File: src/rtl/cam_seq_pkg.sv
// Shared types for the capture sequencer: state encoding, default widths and
// the host command record.
package cam_seq_pkg;

    localparam int CAM_CNT_W = 16;
    localparam int CAM_TMR_W = 32;

    // Index of each timer in the sequencer's timer bank.
    localparam int TMR_INTERVAL = 0;
    localparam int TMR_TIMEOUT  = 1;
    localparam int NUM_TMR      = 2;

    typedef enum logic [2:0] {
        IDLE,
        ARM,
        WAIT_END,
        GAP,
        DONE
    } seq_state_t;

    typedef struct packed {
        logic [CAM_CNT_W-1:0] frames;
        logic [CAM_TMR_W-1:0] interval;
        logic [CAM_TMR_W-1:0] timeout;
    } cam_cmd_t;

endpackage

File: src/rtl/seq_timer.sv
// Loadable down-counter that saturates at zero; zero_next flags the last
// counted cycle (the count will be zero once this cycle ends).
module seq_timer #(
    parameter int TMR_W = 32
) (
    input  logic             sys_clk,
    input  logic             sys_rst_n,
    input  logic             load,
    input  logic [TMR_W-1:0] load_val,
    input  logic             en,
    output logic             zero_next
);

    logic [TMR_W-1:0] count_reg;

    always_ff @(posedge sys_clk) begin
        if (!sys_rst_n) begin
            count_reg <= '0;
        end else if (load) begin
            count_reg <= load_val;
        end else if (en && count_reg != '0) begin
            count_reg <= count_reg - TMR_W'(1);
        end
    end

    assign zero_next = (count_reg <= TMR_W'(1));

endmodule

File: src/rtl/capture_sequencer.sv
// Runs one host capture command: pulses capture, waits for each capture_end
// rise, spaces pulses by the interval and aborts the run on a per-frame timeout.
module capture_sequencer
    import cam_seq_pkg::*;
#(
    parameter int CNT_W = CAM_CNT_W,
    parameter int TMR_W = CAM_TMR_W
) (
    input  logic             sys_clk,
    input  logic             sys_rst_n,
    input  logic             cmd_valid,
    output logic             cmd_ready,
    input  logic [CNT_W-1:0] cmd_frames,
    input  logic [TMR_W-1:0] cmd_interval,
    input  logic [TMR_W-1:0] cmd_timeout,
    input  logic             abort,
    output logic             capture,
    input  logic             capture_end,
    output logic             busy,
    output logic [CNT_W-1:0] frames_done,
    output logic             seq_done,
    output logic             seq_abort,
    output logic             err_timeout
);

    seq_state_t       state_reg, state_next;
    logic [CNT_W-1:0] frames_reg;
    logic [TMR_W-1:0] interval_reg;
    logic [TMR_W-1:0] timeout_reg;
    logic [CNT_W-1:0] frames_done_reg, frames_done_next;
    logic             err_timeout_reg, err_timeout_next;
    logic             seq_abort_reg, seq_abort_next;
    logic             capture_end_q;
    logic             accept;
    logic             end_evt;

    logic [TMR_W-1:0]   tmr_load_val [NUM_TMR];
    logic [NUM_TMR-1:0] tmr_zero_next;

    assign accept  = cmd_valid && (state_reg == IDLE);
    assign end_evt = capture_end && !capture_end_q;

    // The ARM cycle is itself the first cycle of the start-to-start interval.
    assign tmr_load_val[TMR_INTERVAL] = (interval_reg == '0) ? '0 : interval_reg - TMR_W'(1);
    assign tmr_load_val[TMR_TIMEOUT]  = timeout_reg;

    genvar gi;
    generate
        for (gi = 0; gi < NUM_TMR; gi++) begin : g_tmr
            seq_timer #(
                .TMR_W(TMR_W)
            ) u_tmr (
                .sys_clk  (sys_clk),
                .sys_rst_n(sys_rst_n),
                .load     (state_reg == ARM),
                .load_val (tmr_load_val[gi]),
                .en       (state_reg != IDLE),
                .zero_next(tmr_zero_next[gi])
            );
        end
    endgenerate

    always_ff @(posedge sys_clk) begin
        if (!sys_rst_n) begin
            state_reg       <= IDLE;
            frames_reg      <= '0;
            interval_reg    <= '0;
            timeout_reg     <= '0;
            frames_done_reg <= '0;
            err_timeout_reg <= 1'b0;
            seq_abort_reg   <= 1'b0;
            capture_end_q   <= 1'b0;
        end else begin
            state_reg       <= state_next;
            frames_done_reg <= frames_done_next;
            err_timeout_reg <= err_timeout_next;
            seq_abort_reg   <= seq_abort_next;
            capture_end_q   <= capture_end;
            if (accept) begin
                frames_reg   <= cmd_frames;
                interval_reg <= cmd_interval;
                timeout_reg  <= cmd_timeout;
            end
        end
    end

    always_comb begin
        state_next       = state_reg;
        frames_done_next = frames_done_reg;
        err_timeout_next = err_timeout_reg;
        seq_abort_next   = 1'b0;
        case (state_reg)
            IDLE: begin
                if (cmd_valid) begin
                    state_next       = ARM;
                    frames_done_next = '0;
                    err_timeout_next = 1'b0;
                end
            end
            ARM: state_next = WAIT_END;
            WAIT_END: begin
                if (end_evt) begin
                    frames_done_next = frames_done_reg + CNT_W'(1);
                    if (frames_reg != '0 && frames_done_next == frames_reg) begin
                        state_next = DONE;
                    end else begin
                        state_next = GAP;
                    end
                end else if (timeout_reg != '0 && tmr_zero_next[TMR_TIMEOUT]) begin
                    err_timeout_next = 1'b1;
                    state_next       = IDLE;
                end
            end
            GAP: begin
                if (tmr_zero_next[TMR_INTERVAL]) begin
                    state_next = ARM;
                end
            end
            DONE:    state_next = IDLE;
            default: state_next = IDLE;
        endcase
        // Abort overrides everything except counting a frame that ended this cycle.
        if (abort && state_reg != IDLE) begin
            state_next       = IDLE;
            seq_abort_next   = 1'b1;
            err_timeout_next = err_timeout_reg;
        end
    end

    assign cmd_ready   = (state_reg == IDLE);
    assign busy        = (state_reg != IDLE);
    assign capture     = (state_reg == ARM);
    assign seq_done    = (state_reg == DONE);
    assign seq_abort   = seq_abort_reg;
    assign err_timeout = err_timeout_reg;
    assign frames_done = frames_done_reg;

endmodule
File: config.mk
export PLATFORM = sky130hd
export DESIGN_NAME = capture_sequencer
export DESIGN_NICKNAME = d
export VERILOG_FILES = /design/src/rtl/cam_seq_pkg.sv /design/src/rtl/seq_timer.sv /design/src/rtl/capture_sequencer.sv
export SDC_FILE = /design/constraint.sdc
export NUM_CORES = 1
export LEC_CHECK = 0
export CAP_MARGIN = 25
export CORE_MARGIN = 1
export CORE_UTILIZATION = 50
export CTS_CLUSTER_SIZE = 14
export DETAILED_ROUTE_END_ITERATION = 6
export PLACE_DENSITY = 0.75
export SLEW_MARGIN = 20
export SYNTH_ARGS = -nofsm -noshare
export SYNTH_HDL_FRONTEND = slang
export SYNTH_HIERARCHICAL = 1
export SYNTH_SLANG_ARGS = --single-unit
export TNS_END_PERCENT = 10
File: constraint.sdc
create_clock -name sys_clk -period 8.9 [get_ports sys_clk]
set_clock_uncertainty 0.15 [all_clocks]
set_input_delay 2.225 -clock sys_clk [delete_from_list [all_inputs] [get_ports sys_clk]]
set_output_delay 2.225 -clock sys_clk [all_outputs]
set_load 0.005 [all_outputs]
==> qor.txt <==
OUTCOME
---------------------------------------------------------------------------------
Outcome ............................................................ finished clean

DIE
---------------------------------------------------------------------------------
Number of ports placed on the die boundary .........................          107
Area of the die ....................................................    18800 um2
Die outline height .................................................       137 um
Cell Rows ..........................................................           49
Starting density of the core .......................................        0.509
Horizontal die dimension ...........................................       137 um
CORE AREA ..........................................................    17900 um2

PWR
---------------------------------------------------------------------------------
Switching share of power ...........................................        0.354
Net Switching ......................................................   0.000884 W
Leakage power ......................................................      3.80 nW
Sequential power share .............................................        0.379
Internal ...........................................................    0.00161 W
Combinational group share of total power ...........................        0.326
Overall power ......................................................    0.00249 W
IR drop worst, VDD .................................................   0.000150 V
Power Density ......................................................   232 nW/um2
Portion of total power attributed to the clock network .............        0.295

DRT
---------------------------------------------------------------------------------
Via count ..........................................................         8721
Number of routed nets with antenna violations ......................            0
Routed wirelength normalized by instance count .....................      15.8 um
Via-to-Cell Ratio ..................................................         5.90
Pre-antenna DRT Iters ..............................................            5
Starting DRT DRC Count .............................................          585
Total detailed-routing wirelength ..................................     23400 um
Post-route DRC violation count .....................................            0

STA
---------------------------------------------------------------------------------
Worst Tran Pin Value ...............................................     0.847 ns
Part of the cycle the worst path needs .............................        0.484
Endpoints failing setup ............................................            0
Final Hold Fails ...................................................            0
Setup repair after global routing missed its margin ................        false
F_max ..............................................................      232 MHz
Worst-case setup margin in the final layout ........................      4.59 ns
Pins over their slew limit .........................................            0
Min Clock Period, post-route .......................................      4.31 ns
Summed negative setup slack over all endpoints .....................         0 ns
Remaining max-slew budget at the tightest pin ......................        0.433

GLOBAL ROUTING
---------------------------------------------------------------------------------
First-pass GRT wire length .........................................     38300 um
Overall fraction of global-route tracks in use .....................        0.256
Antenna violations before repair ...................................            1
Remaining global-route overflow ....................................            0
Maximum number of pins on one net before global-route repair .......           83
Number of global-route vias before repair ..........................         7659

PLACEMENT
---------------------------------------------------------------------------------
Placed cell areas ..................................................    10200 um2
Final GP Congestion ................................................        0.868
Number of buffers inserted by port buffering .......................          106
Placed wire-length estimate after detailed placement ...............     15900 um
Placement-stage worst setup slack ..................................      4.45 ns

SETUP PATH
---------------------------------------------------------------------------------
Worst-path maximum fanout ..........................................           16
Combined buffer and inverter count along the critical path .........            2
Arr. time, crit path ...............................................      1.93 ns
Top cell family by delay on the critical path ...................... buffers and inverters
Startpoint class of the critical path ..............................     register
Nature of the critical path endpoint ...............................   output pin
Reg-to-reg slack, setup ............................................      5.29 ns
CP max stage cell .................................................. clkdlybuf4s50_1
Critical Path, Cell by Cell ........................................ or3_1 -> buf_4 -> clkdlybuf4s50_1
Critical Path RT ...................................................      6.53 ns
Crit-path max cell delay ...........................................      0.46 ns
Start-to-end type of the worst setup path .......................... register to output pin

CLOCK TREE
---------------------------------------------------------------------------------
Clock buffers created by TritonCTS .................................           17
H-tree Lvls ........................................................            4
TritonCTS clock tree ...............................................        built
Clock-pin transition on the worst setup and hold timing paths ......      0.06 ns
Source-to-sink clock delay at the later pin of the worst-skew pair .      0.42 ns
Cells resized by post-CTS repair ...................................            0
Clock tree sinks ...................................................          166
Number of buffers between clock root and the deepest sink ..........            2
Number of setup buffers added after CTS ............................            0
Clock Tree Root ....................................................    clkbuf_16
Cts hold-fix bufs ..................................................            0

SYNTH
---------------------------------------------------------------------------------
FF+latch count, synth ..............................................          166
Number of library cell types mapped by synthesis ...................           83
Number of nets in the synthesized netlist ..........................         1273
Post-Synthesis Cells ...............................................         1182
Sequential fraction of the synthesis area ..........................        0.364
Cell area after technology mapping .................................     9120 um2
Number of synthesis warnings .......................................            6
Synth Area per Inst ................................................     7.71 um2
Post-synth top flop ................................................      dfxtp_1
Async SR Flop Fraction .............................................            0
Count of flip-flops with a built-in enable after synthesis .........            0

LAYOUT
---------------------------------------------------------------------------------
Layout fillers .....................................................         1647
Multi-input logic area .............................................     5370 um2
Nets@finish ........................................................         1328
Number of flip-flops under the largest register name ...............           64
Layout cells sized above 1 .........................................       0.0785
Growth of design area from synthesis to finish .....................        17.8%
Reg area ...........................................................     3320 um2
Post-route design area .............................................    10700 um2
Finished Core Util .................................................        0.600

HOLD PATH
---------------------------------------------------------------------------------
Hold crit path type ................................................ register to register

FLOW RUN
---------------------------------------------------------------------------------
Number of violations of the max-capacitance limit ..................            0

-- power groups by stage --
stage | registers (W) | clock network, W | logic (W)
after floorplan | 0.000929 | 0 | 0.000637
after detailed placement | 0.000959 | 0 | 0.000798
final | 0.000947 | 0.000736 | 0.000812
after global placement | 0.000955 | 0 | 0.000783
after CTS | 0.000944 | 0.000746 | 0.000804
after global routing | 0.000962 | 0.000780 | 0.000902
-- tightest hold or removal path: cells and delay by family (launching register included) --
family	cells	cell delay, ns
DFF	1	0.32
and+or+nand+nor	1	0.05
AOI/OAI and AO/OA	1	0.05
-- path summary, 6_finish.rpt --
kind,start,end,depth (start not counted)
setup / recovery,state_reg[2]$_SDFFE_PP0P_,busy,3
setup reg to reg,g_tmr[1].u_tmr/count_reg[4]$_SDFFE_PN0P_,g_tmr[1].u_tmr/count_reg[19]$_SDFFE_PN0P_,6
hold reg to reg,timeout_reg[16]$_SDFFE_PN0P_,timeout_reg[16]$_SDFFE_PN0P_,2
hold / removal,timeout_reg[16]$_SDFFE_PN0P_,timeout_reg[16]$_SDFFE_PN0P_,2
-- final cells by class --
type / count / area share
diodes: 1 / 0.000233
clock buffers: 22 / 0.0413
clock inverters: 9 / 0.0118
inverters: 15 / 0.00524
multi-input cells: 920 / 0.499
flip-flops and latches: 166 / 0.309
well taps: 229 / 0.0267
repair buffers: 117 / 0.106
-- stage by stage --
stage	std cells	hold slack (ns)
6_report	1479	0.317
5_1_grt	1479	0.331
4_1_cts	1478	0.318
3_5_place_dp	1447	0.300
3_3_place_gp	1447	0.307
2_1_floorplan	1182	0.275
-- cell families (layout without fill, tap and decap cells) --
family          Yosys count  after routing  synth area share
buf+inv                  96            163            0.0491
flops                   166            166             0.364
xor+xnor                 69             69            0.0663
mux                       2              2           0.00247
other cells               0              1                 0
compound gates          319            319             0.207
fa+ha+maj                 6              6           0.00823
simple gates            524            524             0.302
-- per-layer routing --
metal	vias to the layer above	track usage	wire [um]
li1	4370	-	-
met1	4075	0.362	11200
met2	250	0.393	10500
met3	26	0.0493	1280
met4	0	0.0739	312
met5	-	0	0
-- cells in the final DEF, fill, tap and decap left out, types with 14 or more instances in the layout --
cell and n:
o31ai_1 18, a21oi_1 145, or3_1 29, a211oi_1 15, nor2_2 15, dfxtp_1 166
xor2_1 16, a31oi_1 26, nor2_1 60, or4_1 33, xnor2_1 53, or2_2 14
nand2_1 206, o21ai_0 74, clkbuf_16 17, clkdlybuf4s50_1 105, nor4_1 36, nand3_1 17
nor3_1 30
-- cell usage after synthesis (3+ instances only) --
library cell | number | area share
o21ai_1 | 4 | 0.0022
inv_1 | 13 | 0.0054
a211oi_1 | 15 | 0.012
nand4_1 | 12 | 0.0082
buf_6 | 4 | 0.0049
nor4_2 | 3 | 0.0041
o211a_1 | 3 | 0.0033
nor3_1 | 30 | 0.016
and3_1 | 7 | 0.0048
xnor2_1 | 53 | 0.051
nand3_1 | 17 | 0.0093
a21oi_1 | 145 | 0.080
or4_1 | 33 | 0.027
nor2_1 | 61 | 0.025
a31oi_1 | 26 | 0.018
xor2_1 | 16 | 0.015
o31ai_1 | 18 | 0.015
nor4_1 | 36 | 0.025
dfxtp_1 | 166 | 0.36
o311a_1 | 5 | 0.0055
a311oi_1 | 3 | 0.0029
and4_1 | 7 | 0.0067
o21ai_0 | 74 | 0.041
or2_2 | 14 | 0.0096
clkbuf_1 | 64 | 0.026
or3_1 | 29 | 0.020
nor2_2 | 14 | 0.0096
nand2b_1 | 8 | 0.0055
nand2_1 | 207 | 0.085
buf_2 | 7 | 0.0038
nor4b_1 | 3 | 0.0029
o211ai_1 | 3 | 0.0025
ha_1 | 6 | 0.0082
or4_4 | 3 | 0.0037
and2_1 | 10 | 0.0069
nor3b_1 | 6 | 0.0049
Power figures use the tool's default switching activity.
